[config.mk]
export PLATFORM = sky130hd
export DESIGN_NAME = softusb_tx_flat
export DESIGN_NICKNAME = d
export VERILOG_FILES = /design/src/rtl/softusb_tx_pkg.sv /design/src/rtl/softusb_tx_if.sv /design/src/rtl/softusb_tx_nrzi.sv /design/src/rtl/softusb_tx.sv /design/src/flat_wrapper.sv
export SDC_FILE = /design/constraint.sdc
export NUM_CORES = 1
export LEC_CHECK = 0
export ABC_AREA = 1
export ABC_CLOCK_PERIOD_IN_PS = 1700
export CAP_MARGIN = 25
export CORE_UTILIZATION = 43
export DETAILED_ROUTE_END_ITERATION = 7
export PLACE_DENSITY = 0.7
export SETUP_SLACK_MARGIN = 0.4
export SYNTH_ARGS = -nofsm -noshare
export SYNTH_HDL_FRONTEND = slang
export SYNTH_SLANG_ARGS = --single-unit
[constraint.sdc]
create_clock -name usb_clk -period 1.7 [get_ports usb_clk]
set_input_delay 0.34 -clock usb_clk [delete_from_list [all_inputs] [get_ports usb_clk]]
set_output_delay 0.34 -clock usb_clk [all_outputs]
set_load 0.005 [all_outputs]
[src/rtl/softusb_tx_pkg.sv]
// Shared definitions for the softusb transmitter: state encoding, bit timing and
// line-state helpers.
package softusb_tx_pkg;

    typedef enum logic [2:0] {
        StIdle,
        StSync,
        StData,
        StEopSe0,
        StEopJ
    } tx_state_e;

    localparam int unsigned FS_BIT_CYCLES = 4;
    localparam int unsigned LS_BIT_CYCLES = 32;
    localparam int unsigned STUFF_LIMIT   = 6;
    localparam logic [7:0]  SYNC_BYTE     = 8'h80;

    // Down-counter reload value for one bit period.
    function automatic logic [4:0] bit_reload(input logic low_speed);
        return low_speed ? 5'(LS_BIT_CYCLES - 1) : 5'(FS_BIT_CYCLES - 1);
    endfunction

    // {txp, txm} for the J state; K is its complement.
    function automatic logic [1:0] line_j(input logic low_speed);
        return low_speed ? 2'b01 : 2'b10;
    endfunction

endpackage

[src/rtl/softusb_tx_if.sv]
// Byte handshake between the packet source and the USB transmitter.
interface softusb_tx_if;

    logic [7:0] tx_data;
    logic       tx_valid;
    logic       tx_ready;

    modport master (
        output tx_data,
        output tx_valid,
        input  tx_ready
    );

    modport slave (
        input  tx_data,
        input  tx_valid,
        output tx_ready
    );

endinterface

[src/rtl/softusb_tx_nrzi.sv]
// Bit stuffing and NRZI encoding; one emitted line bit per emit strobe.
module softusb_tx_nrzi
    import softusb_tx_pkg::*;
(
    input  logic usb_clk,
    input  logic usb_rst_n,
    input  logic line_reset,
    input  logic emit,
    input  logic bit_in,
    output logic line_next,
    output logic stall
);

    logic       level_q;
    logic [2:0] stuff_q, stuff_d;

    // Six ones in a row: the next emitted bit must be a stuffed zero.
    assign stall = (stuff_q == 3'(STUFF_LIMIT));

    always_comb begin
        line_next = level_q;
        stuff_d   = stuff_q;
        if (line_reset) begin
            line_next = 1'b1;
            stuff_d   = '0;
        end else if (emit) begin
            if (stall || !bit_in) begin
                line_next = ~level_q;
                stuff_d   = '0;
            end else begin
                stuff_d = stuff_q + 3'd1;
            end
        end
    end

    // level_q = 1 means J on the line.
    always_ff @(posedge usb_clk or negedge usb_rst_n) begin
        if (!usb_rst_n) begin
            level_q <= 1'b1;
            stuff_q <= '0;
        end else begin
            level_q <= line_next;
            stuff_q <= stuff_d;
        end
    end

endmodule

[src/rtl/softusb_tx.sv]
// softusb transmitter top: bit-strobe counter, packet state machine and byte
// handshake in front of the NRZI/stuffing encoder.
module softusb_tx
    import softusb_tx_pkg::*;
(
    input  logic         usb_clk,
    input  logic         usb_rst_n,
    softusb_tx_if.slave  bus,
    input  logic         tx_low_speed,
    output logic         txp,
    output logic         txm,
    output logic         txoe,
    output logic         tx_busy
);

    tx_state_e  state_q, state_d;
    logic [4:0] cnt_q, cnt_d;
    logic [7:0] sr_q, sr_d;
    logic [2:0] rem_q, rem_d;
    logic       speed_q, speed_d;
    logic       ready_q, ready_d;
    logic       txp_q, txp_d, txm_q, txm_d, txoe_q, txoe_d;

    logic strobe, start, shifting, emit, bit_in, line_reset, line_next, stall;

    assign strobe     = (cnt_q == 5'd0);
    assign start      = (state_q == StIdle) && bus.tx_valid;
    assign shifting   = (state_q == StSync) || (state_q == StData);
    assign line_reset = !shifting && !start;

    softusb_tx_nrzi u_nrzi (
        .usb_clk    (usb_clk),
        .usb_rst_n  (usb_rst_n),
        .line_reset (line_reset),
        .emit       (emit),
        .bit_in     (bit_in),
        .line_next  (line_next),
        .stall      (stall)
    );

    always_comb begin
        state_d = state_q;
        cnt_d   = strobe ? bit_reload(speed_q) : cnt_q - 5'd1;
        sr_d    = sr_q;
        rem_d   = rem_q;
        speed_d = speed_q;
        emit    = 1'b0;
        bit_in  = sr_q[0];

        unique case (state_q)
            StIdle: begin
                cnt_d = bit_reload(tx_low_speed);
                if (bus.tx_valid) begin
                    speed_d = tx_low_speed;
                    emit    = 1'b1;
                    bit_in  = SYNC_BYTE[0];
                    sr_d    = SYNC_BYTE >> 1;
                    rem_d   = 3'd7;
                    state_d = StSync;
                end
            end
            StSync, StData: begin
                if (strobe) begin
                    if (stall) begin
                        emit = 1'b1;
                    end else if (rem_q != 3'd0) begin
                        emit  = 1'b1;
                        sr_d  = sr_q >> 1;
                        rem_d = rem_q - 3'd1;
                    end else if (ready_q) begin
                        emit    = 1'b1;
                        bit_in  = bus.tx_data[0];
                        sr_d    = bus.tx_data >> 1;
                        rem_d   = 3'd7;
                        state_d = StData;
                    end else begin
                        // rem_q counts the SE0 bit periods still to follow
                        rem_d   = 3'd1;
                        state_d = StEopSe0;
                    end
                end
            end
            StEopSe0: begin
                if (strobe) begin
                    if (rem_q != 3'd0) rem_d = rem_q - 3'd1;
                    else               state_d = StEopJ;
                end
            end
            StEopJ: begin
                if (strobe) state_d = StIdle;
            end
            default: state_d = StIdle;
        endcase

        // Registered ready: decided one cycle ahead of the byte-boundary strobe.
        ready_d = shifting && (cnt_q == 5'd1) && (rem_q == 3'd0) && !stall && bus.tx_valid;

        txoe_d = (state_d != StIdle);
        unique case (state_d)
            StIdle:         {txp_d, txm_d} = line_j(tx_low_speed);
            StSync, StData: {txp_d, txm_d} = line_next ? line_j(speed_d) : ~line_j(speed_d);
            StEopSe0:       {txp_d, txm_d} = 2'b00;
            StEopJ:         {txp_d, txm_d} = line_j(speed_q);
            default:        {txp_d, txm_d} = line_j(tx_low_speed);
        endcase
    end

    always_ff @(posedge usb_clk or negedge usb_rst_n) begin
        if (!usb_rst_n) begin
            state_q <= StIdle;
            cnt_q   <= '0;
            sr_q    <= '0;
            rem_q   <= '0;
            speed_q <= 1'b0;
            ready_q <= 1'b0;
            txp_q   <= 1'b1;
            txm_q   <= 1'b0;
            txoe_q  <= 1'b0;
        end else begin
            state_q <= state_d;
            cnt_q   <= cnt_d;
            sr_q    <= sr_d;
            rem_q   <= rem_d;
            speed_q <= speed_d;
            ready_q <= ready_d;
            txp_q   <= txp_d;
            txm_q   <= txm_d;
            txoe_q  <= txoe_d;
        end
    end

    assign bus.tx_ready = ready_q;
    assign txp          = txp_q;
    assign txm          = txm_q;
    assign txoe         = txoe_q;
    assign tx_busy      = txoe_q;

endmodule
[src/flat_wrapper.sv]
// flat-port wrapper written by rule: the top's interface ports become plain ports
module softusb_tx_flat import softusb_tx_pkg::*;
  (usb_clk, usb_rst_n, tx_low_speed, txp, txm, txoe, tx_busy, bus_tx_data, bus_tx_valid, bus_tx_ready);
  softusb_tx_if bus_i ();
  input  logic usb_clk;
  input  logic usb_rst_n;
  input  logic tx_low_speed;
  output logic txp;
  output logic txm;
  output logic txoe;
  output logic tx_busy;
  input wire logic [$bits(bus_i.tx_data)-1:0] bus_tx_data;
  input wire logic [$bits(bus_i.tx_valid)-1:0] bus_tx_valid;
  output wire logic [$bits(bus_i.tx_ready)-1:0] bus_tx_ready;
  assign bus_i.tx_data = bus_tx_data;
  assign bus_i.tx_valid = bus_tx_valid;
  assign bus_tx_ready = bus_i.tx_ready;
  softusb_tx u_core (.usb_clk(usb_clk), .usb_rst_n(usb_rst_n), .bus(bus_i), .tx_low_speed(tx_low_speed), .txp(txp), .txm(txm), .txoe(txoe), .tx_busy(tx_busy));
endmodule
==> Yosys cells after proc, flatten, opt, wreduce, memory -nomap -nowiden <==
Cells that the tools add are included.
Widths: inputs -> output; s select.
{ "classes": {"bitwise": 2, "div": 0, "order_cmp": 0, "n_eq_ne": 16, "multipliers": 0, "muxes": 53, "add_sub_neg": 3, "shift": 0, "n_reduce_logical": 24} }
{ "ops": {"columns": ["cell", "count"], "rows": [
  ["$mux 3", 17],
  ["$mux 8", 5],
  ["$mux 5", 4],
  ["$mux 1", 16],
  ["$pmux 8 s2", 1],
  ["$eq 3x2->1 const B", 4],
  ["$pmux 3 s4", 1],
  ["$eq 3x3->1 const B", 3],
  ["$pmux 3 s3", 1],
  ["$reduce_bool 3->1", 3],
  ["$mux 2", 4],
  ["$eq 3x1->1 const B", 2],
  ["$logic_and 1x1->1", 6],
  ["$logic_not 3->1", 2],
  ["$ne 2x1->1 const B", 3],
  ["$pmux 1 s3", 2],
  ["$reduce_and 6->1", 1],
  ["$eq 5x1->1 const B", 1],
  ["$logic_not 5->1", 1],
  ["$reduce_and 5->1", 1],
  ["$sub 5x1->5 const B", 1],
  ["$logic_not 1->1", 4],
  ["$ne 2x2->1 const B", 2],
  ["$pmux 1 s2", 2],
  ["other kinds (8)", 11]
]} }
{ "totals": {"elab_cells": 109, "regBits": 28, "romBits": 0, "latchBits": 0, "memories": 0, "input_bits": 12, "out_inout_bits": 5, "ramBits": 0} }

==> Depth between registers and ports, before layout <==
Gate-level depths: netlist of run 1.
{ "logic_depth": {"word_depth": 12, "depth_mapped": 17, "ltp_nobuf": 17} }

==> Modules after synthesis <==
A second synthesis of run 1 with hierarchy kept.
{ "hier_totals": {"cells_unflattened": 239, "hier_area_um2": 1755.4} }
{ "modules_own_cells": {"columns": ["mod", "instances", "area_each_um2", "cells_per_inst", "seq_area_each_um2"], "rows": [
  ["softusb_tx", 1, 1508.9, 206, 576.8],
  ["softusb_tx_nrzi", 1, 246.5, 33, 101.3]
]} }

==> Worst setup path after synthesis of run 1 <==
No wires, ideal clock.
{ "synth_timing": {"kind": "flip-flop to flip-flop", "from": "register u_core.rem_q[0]", "to": "register u_core.txm_q (netlist: u_core.txm)", "path_buffers": 0, "t_arrival_ns": 1.574, "period_less_slack_ns": 1.699, "setup_time_ns": 0.124, "path_stages_with_launch": 14, "required_time_ns": 1.576, "slack_ns": 0.001, "cell_sequence": "dfrtp_1 -> inv_1 -> ha_1 -> nand2_2 -> inv_1 -> nand2_1 -> o21ai_0 -> o21ai_2 -> nand3_1 -> nand2_1 -> nand2_1 -> nand2_1 -> nand3_1 -> nand3_1"} }
{ "synth_between": {"elab_chain_len": 12, "word_cells_on_any_way": 27, "classes_between": "4 x eq/ne; 19 x mux; 4 x reduce/logical"} }
{ "synth_lines": {"columns": ["item", "line_no", "source"], "rows": [
  ["start, declared", "softusb_tx.sv:19", "logic [2:0] rem_q, rem_d;"],
  ["start signal, assigned", "softusb_tx.sv:123", "rem_q <= rem_d;"],
  ["$reduce_bool 3->1 (*)", "softusb_tx.sv:66", "end else if (rem_q != 3'd0) begin"],
  ["$mux 1", "softusb_tx.sv:66", null],
  ["$mux 1", "softusb_tx.sv:64", "if (stall) begin"],
  ["$mux 1", "softusb_tx.sv:63", "if (strobe) begin"],
  ["$pmux 1 s2", "softusb_tx.sv:50", "unique case (state_q)"],
  ["$logic_not 1->1", "softusb_tx_nrzi.sv:27", "if (stall || !bit_in) begin"],
  ["$logic_or 1x1->1", "softusb_tx_nrzi.sv:27", null],
  ["$mux 1", "softusb_tx_nrzi.sv:27", null],
  ["$mux 1 (*)", "softusb_tx_nrzi.sv:26", "end else if (emit) begin"],
  ["$mux 1 (*)", "softusb_tx_nrzi.sv:23", "if (line_reset) begin"],
  ["named net u_core.line_next", "softusb_tx.sv:24", "logic strobe, start, shifting, emit, bit_in, line_reset, line_next, stall;"],
  ["$mux 2 (*)", "softusb_tx.sv:101", "StSync, StData: {txp_d, txm_d} = line_next ? line_j(speed_d) : ~line_j(speed_d);"],
  ["$pmux 1 s3 (*)", "softusb_tx.sv:99", "unique case (state_d)"],
  ["named net u_core.txm_d", "softusb_tx.sv:22", "logic txp_q, txp_d, txm_q, txm_d, txoe_q, txoe_d;"],
  ["end signal, assigned", "softusb_tx.sv:127", "txm_q <= txm_d;"],
  ["end, declared", "softusb_tx.sv:22", null]
]} }
The timed path passes the listed nets; every way through them passes the cells marked *.
A chain may end at the register's enable or synchronous reset.

==> Worst setup path in the final report of run 1 <==
{ "layout_timing": {"from": "register u_core.u_nrzi.stuff_q[0]", "to": "register u_core.txm_q (netlist: u_core.txm)"} }
{ "layout_between": {"elab_chain_len": 11, "word_cells_on_any_way": 22, "classes_between": "5 x eq/ne; 14 x mux; 3 x reduce/logical"} }
{ "layout_lines": {"columns": ["item", "line_no", "source"], "rows": [
  ["start, declared", "softusb_tx_nrzi.sv:15", "logic [2:0] stuff_q, stuff_d;"],
  ["start signal, assigned", "softusb_tx_nrzi.sv:43", "stuff_q <= stuff_d;"],
  ["$eq 3x3->1 (*)", "softusb_tx_nrzi.sv:18", "assign stall = (stuff_q == 3'(STUFF_LIMIT));"],
  ["$mux 1", "softusb_tx.sv:64", null],
  ["$mux 1", "softusb_tx.sv:63", null],
  ["$pmux 1 s2", "softusb_tx.sv:50", null],
  ["$logic_not 1->1", "softusb_tx_nrzi.sv:27", null],
  ["$logic_or 1x1->1", "softusb_tx_nrzi.sv:27", null],
  ["$mux 1", "softusb_tx_nrzi.sv:27", null],
  ["$mux 1 (*)", "softusb_tx_nrzi.sv:26", null],
  ["$mux 1 (*)", "softusb_tx_nrzi.sv:23", null],
  ["named net u_core.line_next", "softusb_tx.sv:24", null],
  ["$mux 2 (*)", "softusb_tx.sv:101", null],
  ["$pmux 1 s3 (*)", "softusb_tx.sv:99", null],
  ["named net u_core.txm_d", "softusb_tx.sv:22", null]
]} }
Marks and branches as above.

==> key figures, run 1 <==
Final layout
  • Area delta synth->final: 54.9%
  • Multi-input gate area: 1030 um2
  • Filler Cell Count: 250
  • Final Instance Area: 2510 um2
  • Fraction of layout cells with a size suffix above 1: 44.9%
  • Final #Nets: 292
  • Register area: 678 um2
  • Diode count: 0

Critical path
  • Max FO, Critical Path: 3
  • Crit end category: flip-flop
  • CP required: 1.87 ns
  • CP arrival: 1.95 ns
  • Critical path's largest stage delay: 0.35 ns
  • Reg2reg setup slack: -0.08 ns
  • Crit path top cell by count: nand2_2
  • CP max-delay cell: dfrtp_1
  • CP startpoint kind: flip-flop
  • Crit path cell chain: inv_1, ha_2, nand2_2, nand2_2, nor2_4, nand3_1, nand3_1, nand2_1, nand2_2, nand2_1, nand2_1, nand2_2, nand2_2, nand2_1, nand3_1, nand3_1
  • WS Path Type: flip-flop to flip-flop

GRT
  • Overflow left after global routing: 0
  • Initial antenna violation count: 0
  • Tot GR Track Use: 20.4%
  • Number of global-route vias before repair: 1525
  • Pin count of the biggest net entering global routing: 28
  • First-pass GRT wire length: 6390 um

Outcome
  • Failing checks: setup timing
  • Outcome: finished, violations left

STA
  • Final worst slack: -0.0774 ns
  • Hold Fails Final Rpt: 0
  • Unrepaired setup endpoints after global routing: yes
  • Period utilisation layout: 105%
  • Worst-Margin Slew: 0.337 ns
  • Minimum clock period: 1.78 ns
  • Final Max Slew Viols: 0
  • Final setup vio count: 8
  • Setup Skew: 0.00596 ns
  • Fmax: 0.563 GHz
  • Slew margin rel.: 77.5%

Synth
  • YS warnings: 0
  • Cell variety after synth: 29
  • Synth Register Bits: 27
  • EDFF count, synth: 0
  • Post-synth top flop: dfrtp_1
  • Top-area cell type share of the netlist area: 38.6%
  • Syn avg cell area: 7.95 um2
  • Synthesized Nets: 223
  • Synth cell count leaders: 46 x nand2_1, 31 x inv_1, 25 x dfrtp_1
  • FFs w/ async S/R, synth: 100%
  • Cells after Synth: 204
  • Synth top area cells: dfrtp_1 39%, nand2_1 11%, inv_1 7.2%
  • Post-Synthesis Cell Area: 1620 um2
  • Synth area leader: dfrtp_1
  • Top-count cell post-synth: nand2_1
  • Sequential-to-total area share from yosys stat: 41.8%

Drt
  • 1st-iter DRT viols: 46
  • DRT Wirelength: 4130 um
  • DRC: 0
  • Vias: 1599
  • Vias per cell: 5.03
  • Antenna viol nets, final: 0
  • Routed length per placed instance: 13.0 um
  • 1st-pass router iterations: 4

Pwr
  • Lkg Pwr: 1.22 nW
  • Peak supply drop: 867 uV
  • Pwr per Cell Area: 1880 nW/um2

Clocking
  • Clk root buf: clkbuf_8
  • CTS max path bufs: 2
  • H-Tree Depth: 1
  • Number of hold buffers added after CTS: 0
  • Clk pin slew, worst setup/hold paths: 0.09 ns
  • CTS buffer count: 3
  • Clock sink count: 27
  • CTS tree: yes
  • Worst-Skew Late Latency: 0.28 ns

Floorplanning
  • DIE AREA: 4020 um2
  • Top-Level Pins: 17
  • Die width: 63.4 um
  • Area of the core: 3470 um2
  • Initial Util: 46.8%
  • # rows: 21
  • Chip Height: 63.4 um

Place
  • Post-DP HPWL: 2430 um
  • Post-DP Area: 2040 um2
  • Pre-CTS setup slack: -0.159 ns
  • Number of port buffers: 16
  • Routability congestion estimate: 0.889

Min path
  • Class of the worst hold path: primary input to async pin

Flow run
  • Max-cap viol count: 0
-- critical path: cells and delay by family, from the launching register on --
| kind | cells | cell delay, ns |
|---|---|---|
| simple gates | 14 | 1.09 |
| flops | 1 | 0.35 |
| fa+ha+maj | 1 | 0.18 |
| buf+inv | 1 | 0.05 |
-- placed cells by master (no fill, tap or decap), types with 9 or more instances in the layout --
cell type	Yosys	final
buf_4	2	43
nand2_1	46	35
dfrtp_1	25	25
inv_1	31	22
o21ai_1	4	16
nand3_1	17	15
nor2_4	3	11
nand2_2	3	10
clkdlybuf4s50_1	0	10
inv_2	1	9
-- through the flow --
stage / hold slack, ns / std cells / TNS [ns] / power [mW] / util [%]
6_report: 0.426 / 318 / -0.395 / 4.73 / 72.4
5_1_grt: 0.437 / 318 / -2.24 / 5.12 / 72.4
4_1_cts: 0.445 / 308 / -0.0164 / 4.32 / 68.2
3_5_place_dp: 0.507 / 290 / -0.761 / 3.34 / 58.7
3_3_place_gp: 0.505 / 290 / -0.555 / 3.30 / 58.7
2_1_floorplan: 0.0444 / 204 / 0 / 2.54 / -
-- timing repair --
| item | 4_1_cts | 5_1_grt |
|---|---|---|
| endpoints found under the setup margin | 29 | 25 |
| cloned | 1 | 0 |
| resized for setup | 69 | 18 |
| buffers inserted | 13 | 10 |
| pin swaps | 23 | 10 |
-- flip-flops by register name (all words and copies together), names as in the netlist --
signal                 count
u_core.sr_q                7
u_core.cnt_q               5
u_core.rem_q               3
u_core.state_q             3
u_core.u_nrzi.stuff_q      3
u_core.bus.tx_ready        1
u_core.speed_q             1
u_core.tx_busy             1
u_core.txm                 1
u_core.txp                 1
u_core.u_nrzi.level_q      1
-- metal layers --
layer | vias up | share of wire, % | global-route usage (%)
met5 | - | 0 | 0
met4 | 0 | 2.2 | 5.40
met3 | 15 | 3.8 | 4.53
met2 | 35 | 52 | 38.4
met1 | 748 | 42 | 22.6
li1 | 801 | - | -
-- cell type report --
| class | instances | share of cell area [%] |
|---|---|---|
| clock buffers | 4 | 1.79 |
| well taps | 46 | 2.29 |
| flip-flops and latches | 27 | 27.0 |
| repair buffers | 68 | 22.7 |
| multi-input cells | 140 | 41.0 |
| inverters | 33 | 5.23 |
-- worst paths after layout --
kind,to,from,depth (start not counted)
max in group asynchronous,u_core.u_nrzi.level_q,usb_rst_n,2
min reg2reg,u_core.sr_q[1],u_core.sr_q[1],2
min,u_core.rem_q[0],usb_rst_n,2
min in group usb_clk,u_core.bus.tx_ready,bus_tx_valid,3
max,u_core.txm,u_core.u_nrzi.stuff_q[0],16
max reg2reg,u_core.txm,u_core.u_nrzi.stuff_q[0],16
-- cells by family after synthesis --
| logic type | synth area share [%] |
|---|---|
| xor gates and xnor gates | 2.70 |
| and+or+nand+nor | 27.0 |
| DFF | 41.8 |
| AOI/OAI and AO/OA | 13.9 |
| buffers and inverters | 9.18 |
| adders and majority gates | 5.40 |
-- power breakdown --
part           leakage [nW]  total [mW]  switching, mW  internal (mW)
clock                0.0228       0.367          0.198          0.168
combinational         0.858        3.31           1.76           1.55
sequential            0.336        1.05          0.142          0.911
No activity file was read; power rests on OpenSTA's default activity.
==> run 2: changes to the inputs <==
--- a/config.mk
+++ b/config.mk
@@ -6,7 +6,7 @@
 export NUM_CORES = 1
 export LEC_CHECK = 0
 export ABC_AREA = 1
-export ABC_CLOCK_PERIOD_IN_PS = 1700
+export ABC_CLOCK_PERIOD_IN_PS = 1550
 export CAP_MARGIN = 25
 export CORE_UTILIZATION = 43
 export DETAILED_ROUTE_END_ITERATION = 7
==> constraint.sdc (replaced) <==
create_clock -name usb_clk -period 1.55 [get_ports usb_clk]
set_input_delay 0.31 -clock usb_clk [delete_from_list [all_inputs] [get_ports usb_clk]]
set_output_delay 0.31 -clock usb_clk [all_outputs]
set_load 0.005 [all_outputs]
==> run 2 against run 1 <==
Net effect: the run still ends with setup timing left; final cell count is 2.2% higher; global-route usage up 1.4 points; setup slack lost 0.20 ns; total power grew 15%; hold slack got worse by 0.023 ns; sequential share of layout area fell by 1.1 points; combinational power grew 15%.
==> key figures, run 2 (same netlist as run 1, synthesis figures left out) <==
Final layout
  • Largest registers: u_core.sr_q (7), u_core.cnt_q (5)
  • Most frequent cells in the layout: 42 x buf_4, 27 x nand2_1, 23 x inv_1, 23 x dfrtp_1, 18 x nand2_2
  • Largest register FFs: 7
  • Final std cells w/o fill: 325
  • Final #Nets: 299
  • Fin util: 75.6%
  • Fraction of layout cells with a size suffix above 1: 51.3%
  • Area delta synth->final: 61.8%
  • Most common cell after layout, fill and taps aside: buf_4
  • Diode count: 0
  • Largest register by flop count: u_core.sr_q

Clocking
  • Worst-Skew Late Latency: 0.27 ns
  • CTS tree: yes
  • Number of hold buffers added after CTS: 0
  • Clock sink count: 27
  • Clk pin slew, worst setup/hold paths: 0.09 ns
  • H-Tree Depth: 1
  • CTS buffer count: 3
  • CTS max path bufs: 2
  • Clk root buf: clkbuf_8

Critical path
  • Crit path top cell by count: buf_6
  • CP startpoint kind: flip-flop
  • Worst reg2reg path endpoint: u_core.cnt_q[4]
  • CP required: 1.76 ns
  • CP max-delay cell: dfrtp_1
  • Max FO, Critical Path: 3
  • Critical path's largest stage delay: 0.39 ns
  • CP arrival: 2.03 ns
  • Reg2reg setup slack: -0.27 ns
  • Worst Setup EP: u_core.cnt_q[4]
  • Crit path cell chain: inv_2, ha_4, nand2_8, nor2_4, buf_6, buf_6, buf_6, buf_6, buf_6, buf_6, nand2_4, a21boi_2, o21ai_1
  • Crit end category: flip-flop
  • Cells on worst reg2reg path: 13
  • CP Launch Point: u_core.cnt_q[1]
  • WS Path Type: flip-flop to flip-flop
  • Reg2reg start: u_core.cnt_q[1]

Outcome
  • Outcome: finished, violations left
  • Failing checks: setup timing

Pwr
  • Peak supply drop: 1030 uV
  • Pwr per Cell Area: 2070 nW/um2
  • Lkg Pwr: 1.27 nW

STA
  • Final setup vio count: 21
  • Worst-Margin Slew: 0.352 ns
  • Slew margin rel.: 76.6%
  • Fmax: 0.549 GHz
  • Period utilisation layout: 118%
  • Final Max Slew Viols: 0
  • TNS Setup: -3.85 ns
  • Setup Skew: 0.00129 ns
  • Hold Fails Final Rpt: 0
  • Unrepaired setup endpoints after global routing: yes
  • Final worst slack: -0.273 ns
  • Minimum clock period: 1.82 ns
  • Hold_ws: 0.403 ns

Floorplanning
  • Die width: 63.4 um
  • # rows: 21
  • Top-Level Pins: 17
  • Chip Height: 63.4 um
  • Area of the core: 3470 um2
  • Initial Util: 46.8%
  • DIE AREA: 4020 um2

Min path
  • Class of the worst hold path: primary input to async pin

Flow run
  • Max-cap viol count: 0

GRT
  • Number of global-route vias before repair: 1569
  • Overflow left after global routing: 0
  • Tot GR Track Use: 21.7%
  • Initial antenna violation count: 0
  • Pin count of the biggest net entering global routing: 28
  • First-pass GRT wire length: 6880 um

Drt
  • Routed length per placed instance: 14.6 um
  • DRC: 0
  • Vias: 1650
  • Vias per cell: 5.08
  • Antenna viol nets, final: 0
  • 1st-pass router iterations: 4
  • 1st-iter DRT viols: 75
  • DRT Wirelength: 4740 um

Place
  • Routability congestion estimate: 0.823
  • Placed cell count: 299
  • Post-DP HPWL: 2630 um
  • Number of port buffers: 16
run 2: cell count changes in the layout (fill, tap and decap cells not counted), sizes merged:
cell           before  now
buf                53   64
clkdlybuf4s50      10   11
dlygate4sd2         4    0
dlymetal6s2s        1    0
run 2: repair_timing:
item / CTS / global route
resized for setup: 64 / 48
pin swaps: 16 / 22
setup endpoints to repair: 31 / 28
setup buffers: 13 / 9
run 2: worst min path at each step:
stage | to | slack (ns) | cells after the start
after global placement | u_core.sr_q[6] | 0.50 | 2
final | u_core.sr_q[1] | 0.40 | 2
after detailed placement | u_core.sr_q[5] | 0.51 | 2
after CTS | u_core.rem_q[2] | 0.42 | 2
after floorplan | u_core.bus.tx_ready | 0.01 | 0
after global routing | u_core.rem_q[2] | 0.42 | 2
run 2: metal layers:
metal | vias up | wire length (um) | global-route usage (%) | part of all wire (%)
met1 | 786 | 2060 | 26.8 | 43
li1 | 809 | - | - | -
met2 | 36 | 2330 | 37.9 | 49
met5 | - | 0 | 0 | 0
met4 | 0 | 201 | 8.52 | 4.2
met3 | 19 | 148 | 3.08 | 3.1
run 2: power breakdown:
part / switching, mW / total [mW] / internal, mW
clock network: 0.222 / 0.407 / 0.185
logic: 2.00 / 3.82 / 1.82
registers: 0.191 / 1.19 / 1.00
run 2: metrics by stage:
stage	setup WS [ns]	cell area, um2	power (mW)
finish	-0.273	2620	5.42
global route	-0.424	2620	5.84
CTS	-0.204	2390	4.68
detailed placement	-0.293	2120	3.88
global placement	-0.251	2120	3.82
floorplan	-0.108	1640	2.80
run 2: area by class of cell:
type / instances / area (um2)
clock buffer: 4 / 45.0
fill: 249 / 845
inverter: 33 / 134
multi-input combinational: 140 / 1060
sequential: 27 / 681
tap: 46 / 57.6
timing repair buffer: 75 / 651
run 2: critical path: cells and delay by family, from the launching register on:
family                     cells  cell delay, ns
AOI/OAI and AO/OA              2            0.27
adders and majority gates      1            0.17
buffers and inverters          7            0.67
DFF                            1            0.39
and+or+nand+nor                3            0.25
==> run 3: changes to the inputs <==
--- a/config.mk
+++ b/config.mk
@@ -9,6 +9,7 @@
 export ABC_CLOCK_PERIOD_IN_PS = 1550
 export CAP_MARGIN = 25
 export CORE_UTILIZATION = 43
+export CTS_CLUSTER_DIAMETER = 40
 export DETAILED_ROUTE_END_ITERATION = 7
 export PLACE_DENSITY = 0.7
 export SETUP_SLACK_MARGIN = 0.4
==> results of run 3 <==
Final layout, timing and power as in run 2 (identical DEF).
